## src/rtl/i2c_target.sv

```systemverilog
// I2C target: START/STOP detection, 7-bit address match, 1- or 2-byte writes
// reported at STOP, and MSB-byte-first reads of tx_data. SCL/SDA are
// oversampled on clk through a synchroniser chain.
//
// state     | meaning
// ----------+--------------------------------------------------------------
// IDLE      | bus free, waiting for START
// ADDR      | shifting in 7 address bits + R/W
// ADDR_ACK  | driving address ACK through the 9th clock
// WR_BYTE   | shifting in a write data byte
// WR_ACK    | driving data ACK through the 9th clock
// RD_BYTE   | driving a read data byte, one bit per SCL low phase
// RD_ACK    | SDA released, sampling master ACK/NACK
// WAIT_STOP | not addressed or transfer ended; only START/STOP leave
module i2c_target #(
   parameter logic [6:0] ADDR        = 7'h48,
   parameter int         SYNC_STAGES = 2
) (
   input  logic        clk,
   input  logic        rst,
   input  logic        scl_in,
   input  logic        sda_in,
   output logic        sda_out,
   input  logic [15:0] tx_data,
   output logic        tx_taken,
   output logic [15:0] rx_data,
   output logic [1:0]  rx_len,
   output logic        rx_valid,
   output logic        busy
);

   typedef enum logic [2:0] {
      IDLE, ADDR_ST, ADDR_ACK, WR_BYTE, WR_ACK, RD_BYTE, RD_ACK, WAIT_STOP
   } state_t;

   logic [SYNC_STAGES-1:0] scl_sync_q, sda_sync_q;
   logic                   scl_prev_q, sda_prev_q;
   logic                   scl_s, sda_s;
   logic                   scl_rise, scl_fall, start_det, stop_det;

   state_t      state_q, state_d;
   logic [3:0]  bit_cnt_q, bit_cnt_d;
   logic [1:0]  byte_cnt_q, byte_cnt_d;
   logic [7:0]  shift_q, shift_d;
   logic [7:0]  tx_shift_q, tx_shift_d;
   logic [7:0]  tx_low_q, tx_low_d;
   logic        rw_q, rw_d;
   logic        ack_q, ack_d;
   logic        sda_out_q, sda_out_d;
   logic        tx_taken_q, tx_taken_d;
   logic [15:0] rx_data_q, rx_data_d;
   logic [1:0]  rx_len_q, rx_len_d;
   logic        rx_valid_q, rx_valid_d;
   logic [7:0]  next_byte;
   logic [1:0]  byte_cnt_inc;

   assign scl_s = scl_sync_q[SYNC_STAGES-1];
   assign sda_s = sda_sync_q[SYNC_STAGES-1];

   // Conditions are judged on the two most recent synchronised samples.
   assign scl_rise  = scl_s & ~scl_prev_q;
   assign scl_fall  = ~scl_s & scl_prev_q;
   assign start_det = scl_s & sda_prev_q & ~sda_s;
   assign stop_det  = scl_s & ~sda_prev_q & sda_s;

   assign byte_cnt_inc = (byte_cnt_q == 2'd3) ? 2'd3 : byte_cnt_q + 2'd1;
   // Only two bytes of tx_data exist; further read bytes leave the bus released.
   assign next_byte    = (byte_cnt_q == 2'd1) ? tx_low_q : 8'hFF;

   // Synchronise the bus lines and keep the previous synced sample for edges.
   always_ff @(posedge clk or posedge rst) begin
      if (rst) begin
         scl_sync_q <= '1;
         sda_sync_q <= '1;
         scl_prev_q <= 1'b1;
         sda_prev_q <= 1'b1;
      end else begin
         scl_sync_q <= {scl_sync_q[SYNC_STAGES-2:0], scl_in};
         sda_sync_q <= {sda_sync_q[SYNC_STAGES-2:0], sda_in};
         scl_prev_q <= scl_s;
         sda_prev_q <= sda_s;
      end
   end

   // State and datapath registers; reset releases SDA immediately.
   always_ff @(posedge clk or posedge rst) begin
      if (rst) begin
         state_q    <= IDLE;
         bit_cnt_q  <= 4'd0;
         byte_cnt_q <= 2'd0;
         shift_q    <= 8'h00;
         tx_shift_q <= 8'hFF;
         tx_low_q   <= 8'h00;
         rw_q       <= 1'b1;
         ack_q      <= 1'b1;
         sda_out_q  <= 1'b1;
         tx_taken_q <= 1'b0;
         rx_data_q  <= 16'h0000;
         rx_len_q   <= 2'd0;
         rx_valid_q <= 1'b0;
      end else begin
         state_q    <= state_d;
         bit_cnt_q  <= bit_cnt_d;
         byte_cnt_q <= byte_cnt_d;
         shift_q    <= shift_d;
         tx_shift_q <= tx_shift_d;
         tx_low_q   <= tx_low_d;
         rw_q       <= rw_d;
         ack_q      <= ack_d;
         sda_out_q  <= sda_out_d;
         tx_taken_q <= tx_taken_d;
         rx_data_q  <= rx_data_d;
         rx_len_q   <= rx_len_d;
         rx_valid_q <= rx_valid_d;
      end
   end

   // Next-state logic: STOP beats everything, then START, then bit handling.
   always_comb begin
      state_d    = state_q;
      bit_cnt_d  = bit_cnt_q;
      byte_cnt_d = byte_cnt_q;
      shift_d    = shift_q;
      tx_shift_d = tx_shift_q;
      tx_low_d   = tx_low_q;
      rw_d       = rw_q;
      ack_d      = ack_q;
      sda_out_d  = sda_out_q;
      tx_taken_d = 1'b0;
      rx_data_d  = rx_data_q;
      rx_len_d   = rx_len_q;
      rx_valid_d = 1'b0;

      if (stop_det) begin
         state_d   = IDLE;
         sda_out_d = 1'b1;
         if (!rw_q && byte_cnt_q != 2'd0) begin
            rx_valid_d = 1'b1;
            if (byte_cnt_q == 2'd1) begin
               // The single byte was parked in the high half; move it down.
               rx_len_d  = 2'd1;
               rx_data_d = {8'h00, rx_data_q[15:8]};
            end else begin
               rx_len_d = 2'd2;
            end
         end
      end else if (start_det) begin
         state_d    = ADDR_ST;
         bit_cnt_d  = 4'd0;
         byte_cnt_d = 2'd0;
         sda_out_d  = 1'b1;
         rx_data_d  = 16'h0000;
         rw_d       = 1'b1;
      end else begin
         unique case (state_q)
            IDLE: begin
               sda_out_d = 1'b1;
            end
            ADDR_ST: begin
               if (scl_rise) begin
                  shift_d   = {shift_q[6:0], sda_s};
                  bit_cnt_d = bit_cnt_q + 4'd1;
               end else if (scl_fall && bit_cnt_q == 4'd8) begin
                  bit_cnt_d = 4'd0;
                  rw_d      = shift_q[0];
                  if (shift_q[7:1] == ADDR) begin
                     sda_out_d = 1'b0;
                     state_d   = ADDR_ACK;
                  end else begin
                     sda_out_d = 1'b1;
                     state_d   = WAIT_STOP;
                  end
               end
            end
            ADDR_ACK: begin
               if (scl_fall) begin
                  bit_cnt_d = 4'd0;
                  if (!rw_q) begin
                     sda_out_d = 1'b1;
                     state_d   = WR_BYTE;
                  end else begin
                     tx_low_d   = tx_data[7:0];
                     tx_shift_d = tx_data[15:8];
                     tx_taken_d = 1'b1;
                     sda_out_d  = tx_data[15];
                     byte_cnt_d = 2'd1;
                     state_d    = RD_BYTE;
                  end
               end
            end
            WR_BYTE: begin
               if (scl_rise) begin
                  shift_d   = {shift_q[6:0], sda_s};
                  bit_cnt_d = bit_cnt_q + 4'd1;
               end else if (scl_fall && bit_cnt_q == 4'd8) begin
                  bit_cnt_d  = 4'd0;
                  byte_cnt_d = byte_cnt_inc;
                  if (byte_cnt_q < 2'd2) begin
                     if (byte_cnt_q == 2'd0) rx_data_d[15:8] = shift_q;
                     else                    rx_data_d[7:0]  = shift_q;
                     sda_out_d = 1'b0;
                     state_d   = WR_ACK;
                  end else begin
                     sda_out_d = 1'b1;
                     state_d   = WAIT_STOP;
                  end
               end
            end
            WR_ACK: begin
               if (scl_fall) begin
                  bit_cnt_d = 4'd0;
                  sda_out_d = 1'b1;
                  state_d   = WR_BYTE;
               end
            end
            RD_BYTE: begin
               if (scl_rise) begin
                  bit_cnt_d = bit_cnt_q + 4'd1;
               end else if (scl_fall) begin
                  if (bit_cnt_q == 4'd8) begin
                     bit_cnt_d = 4'd0;
                     sda_out_d = 1'b1;
                     state_d   = RD_ACK;
                  end else if (bit_cnt_q != 4'd0) begin
                     tx_shift_d = {tx_shift_q[6:0], 1'b1};
                     sda_out_d  = tx_shift_q[6];
                  end
               end
            end
            RD_ACK: begin
               if (scl_rise) begin
                  ack_d = sda_s;
               end else if (scl_fall) begin
                  bit_cnt_d = 4'd0;
                  if (!ack_q) begin
                     tx_shift_d = next_byte;
                     sda_out_d  = next_byte[7];
                     byte_cnt_d = byte_cnt_inc;
                     state_d    = RD_BYTE;
                  end else begin
                     sda_out_d = 1'b1;
                     state_d   = WAIT_STOP;
                  end
               end
            end
            WAIT_STOP: begin
               sda_out_d = 1'b1;
            end
            default: begin
               sda_out_d = 1'b1;
               state_d   = IDLE;
            end
         endcase
      end
   end

   assign sda_out  = sda_out_q;
   assign tx_taken = tx_taken_q;
   assign rx_data  = rx_data_q;
   assign rx_len   = rx_len_q;
   assign rx_valid = rx_valid_q;
   assign busy     = (state_q != IDLE);

endmodule

```

## config.mk

```make
export PLATFORM = sky130hd
export DESIGN_NAME = i2c_target
export DESIGN_NICKNAME = d
export VERILOG_FILES = /design/src/rtl/i2c_target.sv
export SDC_FILE = /design/constraint.sdc
export NUM_CORES = 1
export LEC_CHECK = 0
export CAP_MARGIN = 20
export CORE_ASPECT_RATIO = 0.8
export CORE_MARGIN = 2
export CORE_UTILIZATION = 59
export DETAILED_ROUTE_END_ITERATION = 10
export GPL_ROUTABILITY_DRIVEN = 1
export PLACE_DENSITY = 0.84
export REMOVE_ABC_BUFFERS = 1
export SLEW_MARGIN = 20
export SYNTH_ARGS = -nofsm -noshare
export SYNTH_HDL_FRONTEND = slang
export SYNTH_SLANG_ARGS = --single-unit
```

## constraint.sdc

```tcl
create_clock -name clk -period 7.6 [get_ports clk]
set_input_delay 0.76 -clock clk [delete_from_list [all_inputs] [get_ports clk]]
set_output_delay 0.76 -clock clk [all_outputs]
set_load 0.01 [all_outputs]
```

==> run metrics, run 1 <==
startpoint class of the critical path=register; Post-synth EDFFs=0; fin. max-slew vios=0; Slew HR=35.0%; crit-path max cell delay=810 ps; status=completed; crit path buf inv count=0; Max-cap violations=0; distinct cell type count after synthesis=60; Die Ht=70.2 µm; global-route wire length before repair=about 13000 µm; CP max FO=15; setup TNS=0 ps; sequential area share after synthesis=47.8%; Setup crit end kind=register; DP Wirelength=5340 µm; DR vias=2703; Max IR drop VDD=0.234 mV; hold path start=sda_sync_q[0]; Congestion Overflow GR=0; hold crit path type=register to register; top post-synthesis cells by area=dfrtp_1 (35%), dfstp_2 (13%), mux2_2 (7.3%); Post-DP Area=0.00365 mm²; CP Class=register to register; Yosys top cell by area=dfrtp_1; antenna violations before repair=0; H-tree lvl count=3; pre-CTS setup slack=between 4000 and 5000 ps; # IOs=42; Avg Inst Size Synth=9.93 µm²; post-route setup slack=4630 ps; post-CTS resize count=0; r2r setup slk=4630 ps; Final Util=between 70% and 80%; Crit. Startpoint=sda_prev_q; Synthesis Warnings=0; Reg clk slew, reported paths=approximately 80 ps; Longest Clk Path Bufs=2; synthesized flop and latch total=61; CP required=7830 ps; design area=0.00386 mm²; largest net degree at the start of global routing=62; initial core utilization=60.2%; CTS tree=yes; Antenna diodes=0; PortBufs=41; CORE AREA=0.00538 mm²; GRT Total Usage=28.1%; worst-margin pin slew=971 ps; Top FF cell, synth=dfrtp_1; fin crit share=39.0%; Vias per Instance=6.29; Setup Skew=slightly below 7 ps; Post-CTS Setup Bufs=0; ys async rst share=100%; Post-Syn Area=0.00324 mm²; Crit-path slowest cell=nor2_1; final hold vios=0; vias in the first global route=around 2500; Fmax=approximately 340 MHz; Routed WL per cell=18.4 µm; detailed-route DRC error count=0; Clock Latency Late Sink=350 ps; crit-path cells=and3b_1, nor2_1, nand4_1, mux2_2; Synth top area share=between 30% and 40%; min Tclk post-route=slightly below 3000 ps; total CTS buffers=9; final wirelength=7900 µm; fin nets=385; share of cells above drive strength 1=17.3%; RR Startpoint=sda_prev_q; Detail Route Antenna Nets=0; placer congestion estimate=0.917; # rows=24; setup violators final=0; CTS Sinks=61; Die Width=just under 90 µm; unrepaired setup endpoints after global routing=no; die area=between 0.006 and 0.007 mm²; Layout Area Growth over Synthesis=19.2%; Fillers=369; Syn Inst Count=between 300 and 400; initial detailed-routing violation count=362; Worst path top cell family by delay=simple AND/OR/NAND/NOR gates; CP Data Arrival Time=3200 ps; Hold Buf Count CTS=0; Power Density=357 mW/mm²; clock root cell=clkbuf_8; Pleak=1.60 nW; first-pass detailed-route iteration total=5
placed cells by master, fill, tap and decap left out, types with 4 or more instances in the layout:
| master | synthesis | routed |
|---|---|---|
| dfrtp_1 | 45 | 45 |
| clkdlybuf4s50_1 | 0 | 41 |
| nand2_1 | 33 | 33 |
| nor2_1 | 30 | 30 |
| o21ai_0 | 21 | 21 |
| mux2_2 | 21 | 21 |
| dfstp_2 | 16 | 16 |
| a21oi_1 | 15 | 15 |
| inv_1 | 12 | 11 |
| a22oi_1 | 10 | 10 |
| clkbuf_8 | 0 | 9 |
| a22o_1 | 8 | 8 |
| nand2b_1 | 6 | 6 |
| a41oi_1 | 6 | 6 |
| ha_1 | 5 | 5 |
| nand3_1 | 4 | 4 |
| nand3b_1 | 4 | 4 |
| nor2b_1 | 4 | 4 |
| nand4_1 | 4 | 4 |
| nor3_1 | 4 | 4 |
| a31oi_1 | 4 | 4 |
| o221ai_1 | 4 | 4 |
Yosys cell counts, drive strengths merged, types with 3 or more instances:
| cell | n |
|---|---|
| dfrtp | 45 |
| nand2 | 33 |
| nor2 | 30 |
| o21ai | 22 |
| mux2 | 21 |
| a21oi | 17 |
| dfstp | 16 |
| clkbuf | 14 |
| inv | 12 |
| a22oi | 10 |
| a22o | 8 |
| a41oi | 6 |
| buf | 6 |
| nand2b | 6 |
| ha | 5 |
| nand3b | 5 |
| nor3 | 5 |
| a31oi | 4 |
| and3b | 4 |
| nand3 | 4 |
| nand4 | 4 |
| nor2b | 4 |
| o221ai | 4 |
| a211oi | 3 |
| nor4 | 3 |
| o211ai | 3 |
layer usage:
metal  vias up  routed length [µm]  GRT usage, %
li1       1277                   -             -
met1      1314                3720          42.2
met2        98                3500          39.9
met3        14                 558          7.45
met4         0                 122          8.68
met5         -                   0             0
kinds of logic after synthesis:
group / after synthesis / share of synthesized area, %
muxes: 23 / 7.93
xor gates and xnor gates: 1 / 0.271
AOI/OAI and AO/OA: 98 / 21.2
adders and majority gates: 5 / 1.93
and+or+nand+nor: 105 / 16.5
DFF: 61 / 47.8
buffers and inverters: 33 / 4.37
final timing paths:
check / to / depth (start not counted)
worst max-delay path: tx_low_q[3] / 4
worst min-delay path: sda_sync_q[1] / 0
worst max register to register: tx_low_q[3] / 4
worst min register to register: sda_sync_q[1] / 0
max in group asynchronous: rx_data[6] / 3
min in group asynchronous: rx_data[2] / 3
per-stage QoR:
step                total power, W  std cells  hold WS (ps)
detailed placement         0.00106        414           348
global placement           0.00104        414           346
global route               0.00146        430           364
CTS                        0.00137        430           360
floorplan                 0.000876        306           345
finish                     0.00138        430           358
sequential cells by signal, summed over array words and instances, names as in the netlist, 2 cells and up:
register / count
rx_len: 2
byte_cnt_q: 2
rx_data: 16
tx_low_q: 8
tx_shift_q: 7
scl_sync_q: 2
bit_cnt_q: 4
sda_sync_q: 2
state_q: 3
shift_q: 8
area by class of cell:
| type | count | area [µm²] | share of cell area [%] |
|---|---|---|---|
| Tap cell | 65 | 81.3 | 2.11 |
| Inverter | 13 | 48.8 | 1.27 |
| Clock inverter | 7 | 82.6 | 2.14 |
| Multi-Input combinational cell | 232 | 1550 | 40.1 |
| Timing Repair Buffer | 43 | 425 | 11.0 |
| Clock buffer | 9 | 124 | 3.21 |
| Sequential cell | 61 | 1550 | 40.1 |
report_power, final:
| group | switching, W | internal, W | total (W) | leakage (nW) |
|---|---|---|---|---|
| Clock | 0.000149 | 0.000156 | 0.000305 | 0.0984 |
| Sequential | 0.000133 | 0.000439 | 0.000571 | 0.742 |
| Combinational | 0.000257 | 0.000244 | 0.000500 | 0.761 |
| Total | 0.000538 | 0.000838 | 0.00138 | 1.60 |
No activity file was read; power rests on OpenSTA's default activity.
==> inputs of run 2 (changes only) <==
Settings changed: CORE_UTILIZATION 59 to 50, PLACE_DENSITY 0.84 to 0.76.
Clock period 7.6 ns to 2.6 ns, I/O delays scaled along.
==> run 2 against run 1 <==
Final cell count rose by 9.3%. Setup slack got worse by 4300 ps. Flip-flop and latch count did not move. Worst hold slack got worse by 72 ps. Clock skew rose by 2.9 ps. Critical path depth rose by 4. Cell area rose by 4.4%. Die area rose by 17%. Utilization fell by 7.9 points. Power rose to 2.9 times the previous value. Wire length rose by 0.32%.
==> run metrics, run 2 (same netlist as run 1, synthesis figures left out) <==
status=completed; Pleak=around 1.7 nW; Max IR drop VDD=0.445 mV; unrepaired setup endpoints after global routing=no; vias in the first global route=2673; Sw Ratio=38.4%; post-route setup slack=between 200 and 300 ps; Longest Clk Path Bufs=2; Die Ht=approximately 76 µm; CP Class=register to register; startpoint class of the critical path=register; die area=between 0.007 and 0.008 mm²; Antenna diodes=0; Layout Area Growth over Synthesis=24.5%; Fmax=432 MHz; Comb pwr share=between 40% and 50%; CP max FO=16; max reg flops=16; Power Density=1000 mW/mm²; antenna violations before repair=0; H-tree lvl count=3; initial detailed-routing violation count=about 280; RR Startpoint=scl_sync_q[1]; Sequential cell area=between 0.0015 and 0.002 mm²; Vias per Instance=5.95; share of cells above drive strength 1=21.8%; CTS Sinks=61; hold crit path type=input pin to async pin; Max-cap violations=0; Setup crit end kind=register; CORE AREA=0.00631 mm²; final std cells w/o fill=between 400 and 500; worst-margin pin slew=675 ps; Reg clk slew, reported paths=approximately 70 ps; post-CTS resize count=0; CP required=2860 ps; setup violators final=0; clock root cell=clkbuf_8; area of the multi-input gates=0.00155 mm²; Clock Latency Late Sink=approximately 340 ps; CP Data Arrival Time=2580 ps; WHS=286 ps; Flop pwr share=40.0%; global-route wire length before repair=between 10000 and 15000 µm; fin crit share=88.9%; CTS tree=yes; final hold vios=0; Slew HR=54.7%; # rows=26; Crit. Startpoint=scl_sync_q[1]; Final Util=63.8%; detailed-route DRC error count=0; min Tclk post-route=2310 ps; first-pass detailed-route iteration total=5; fin nets=406; PortBufs=slightly above 40; Detail Route Antenna Nets=0; placer congestion estimate=0.984; Die Width=93.9 µm; Post-CTS Setup Bufs=0; DP Wirelength=5650 µm; Routed WL per cell=16.9 µm; # IOs=42; final wirelength=7930 µm; Hold Buf Count CTS=0; DR vias=2795; Post-DP Area=0.00384 mm²; Setup Skew=roughly 9.8 ps; GRT Total Usage=24.2%; fin. max-slew vios=0; Congestion Overflow GR=0; Net Switching=0.00155 W; most frequent cells in the layout=dfrtp_1 (45), clkdlybuf4s50_1 (41), nand2_1 (33), nor2_1 (30), buf_4 (22); Int Pwr=0.00248 W; initial core utilization=51.3%; Clock Power Share=19.1%; total CTS buffers=9; largest net degree at the start of global routing=38; placed cells=454; most common cell after layout, fill and taps aside=dfrtp_1; pre-CTS setup slack=roughly 330 ps; r2r setup slk=290 ps; Fillers=532; design area=0.00403 mm²
run 2: metrics by stage:
| stage | power [W] | TNS [ps] |
|---|---|---|
| after global routing | 0.00432 | 0 |
| final | 0.00403 | 0 |
| after floorplan | 0.00256 | -2740 |
| after CTS | 0.00402 | 0 |
| after detailed placement | 0.00324 | 0 |
| after global placement | 0.00320 | 0 |
run 2: cell type report:
class / instances / area share, %
inverters: 13 / 1.21
clock buffers: 10 / 3.42
flip-flops and latches: 61 / 38.4
repair buffers: 64 / 14.8
multi-input cells: 232 / 38.4
clock inverters: 6 / 1.15
well taps: 84 / 2.61
run 2: routing by layer:
metal	part of all wire [%]	GRT usage, %	vias to the layer above
met4	1.8	8.26	0
li1	-	-	1311
met5	0	0	-
met2	43	32.1	123
met3	9.4	8.15	21
met1	46	36.7	1340
run 2: final timing paths:
path / to / depth (start not counted)
worst max-delay path: rx_data[2] / 8
worst min-delay path: rx_data[8] / 2
worst max register to register: rx_data[2] / 8
worst min register to register: sda_sync_q[1] / 0
max in group asynchronous: tx_shift_q[0] / 3
min in group clk: sda_sync_q[0] / 1
run 2: critical path, stage by stage, from the launching register on:
cell	delay [ps]
dfstp_2	410
inv_1	110
ha_1	350
nand2b_1	140
or4_1	490
a222oi_1	290
buf_4	270
nor2_1	60
a21oi_1	120
run 2: power by group through the flow:
| stage | Sequential [W] | Clock, W | Combinational (W) |
|---|---|---|---|
| floorplan | 0.00160 | 0 | 0.000959 |
| global placement | 0.00161 | 0 | 0.00159 |
| detailed placement | 0.00162 | 0 | 0.00162 |
| CTS | 0.00160 | 0.000793 | 0.00163 |
| global route | 0.00166 | 0.000836 | 0.00182 |
| finish | 0.00161 | 0.000768 | 0.00165 |
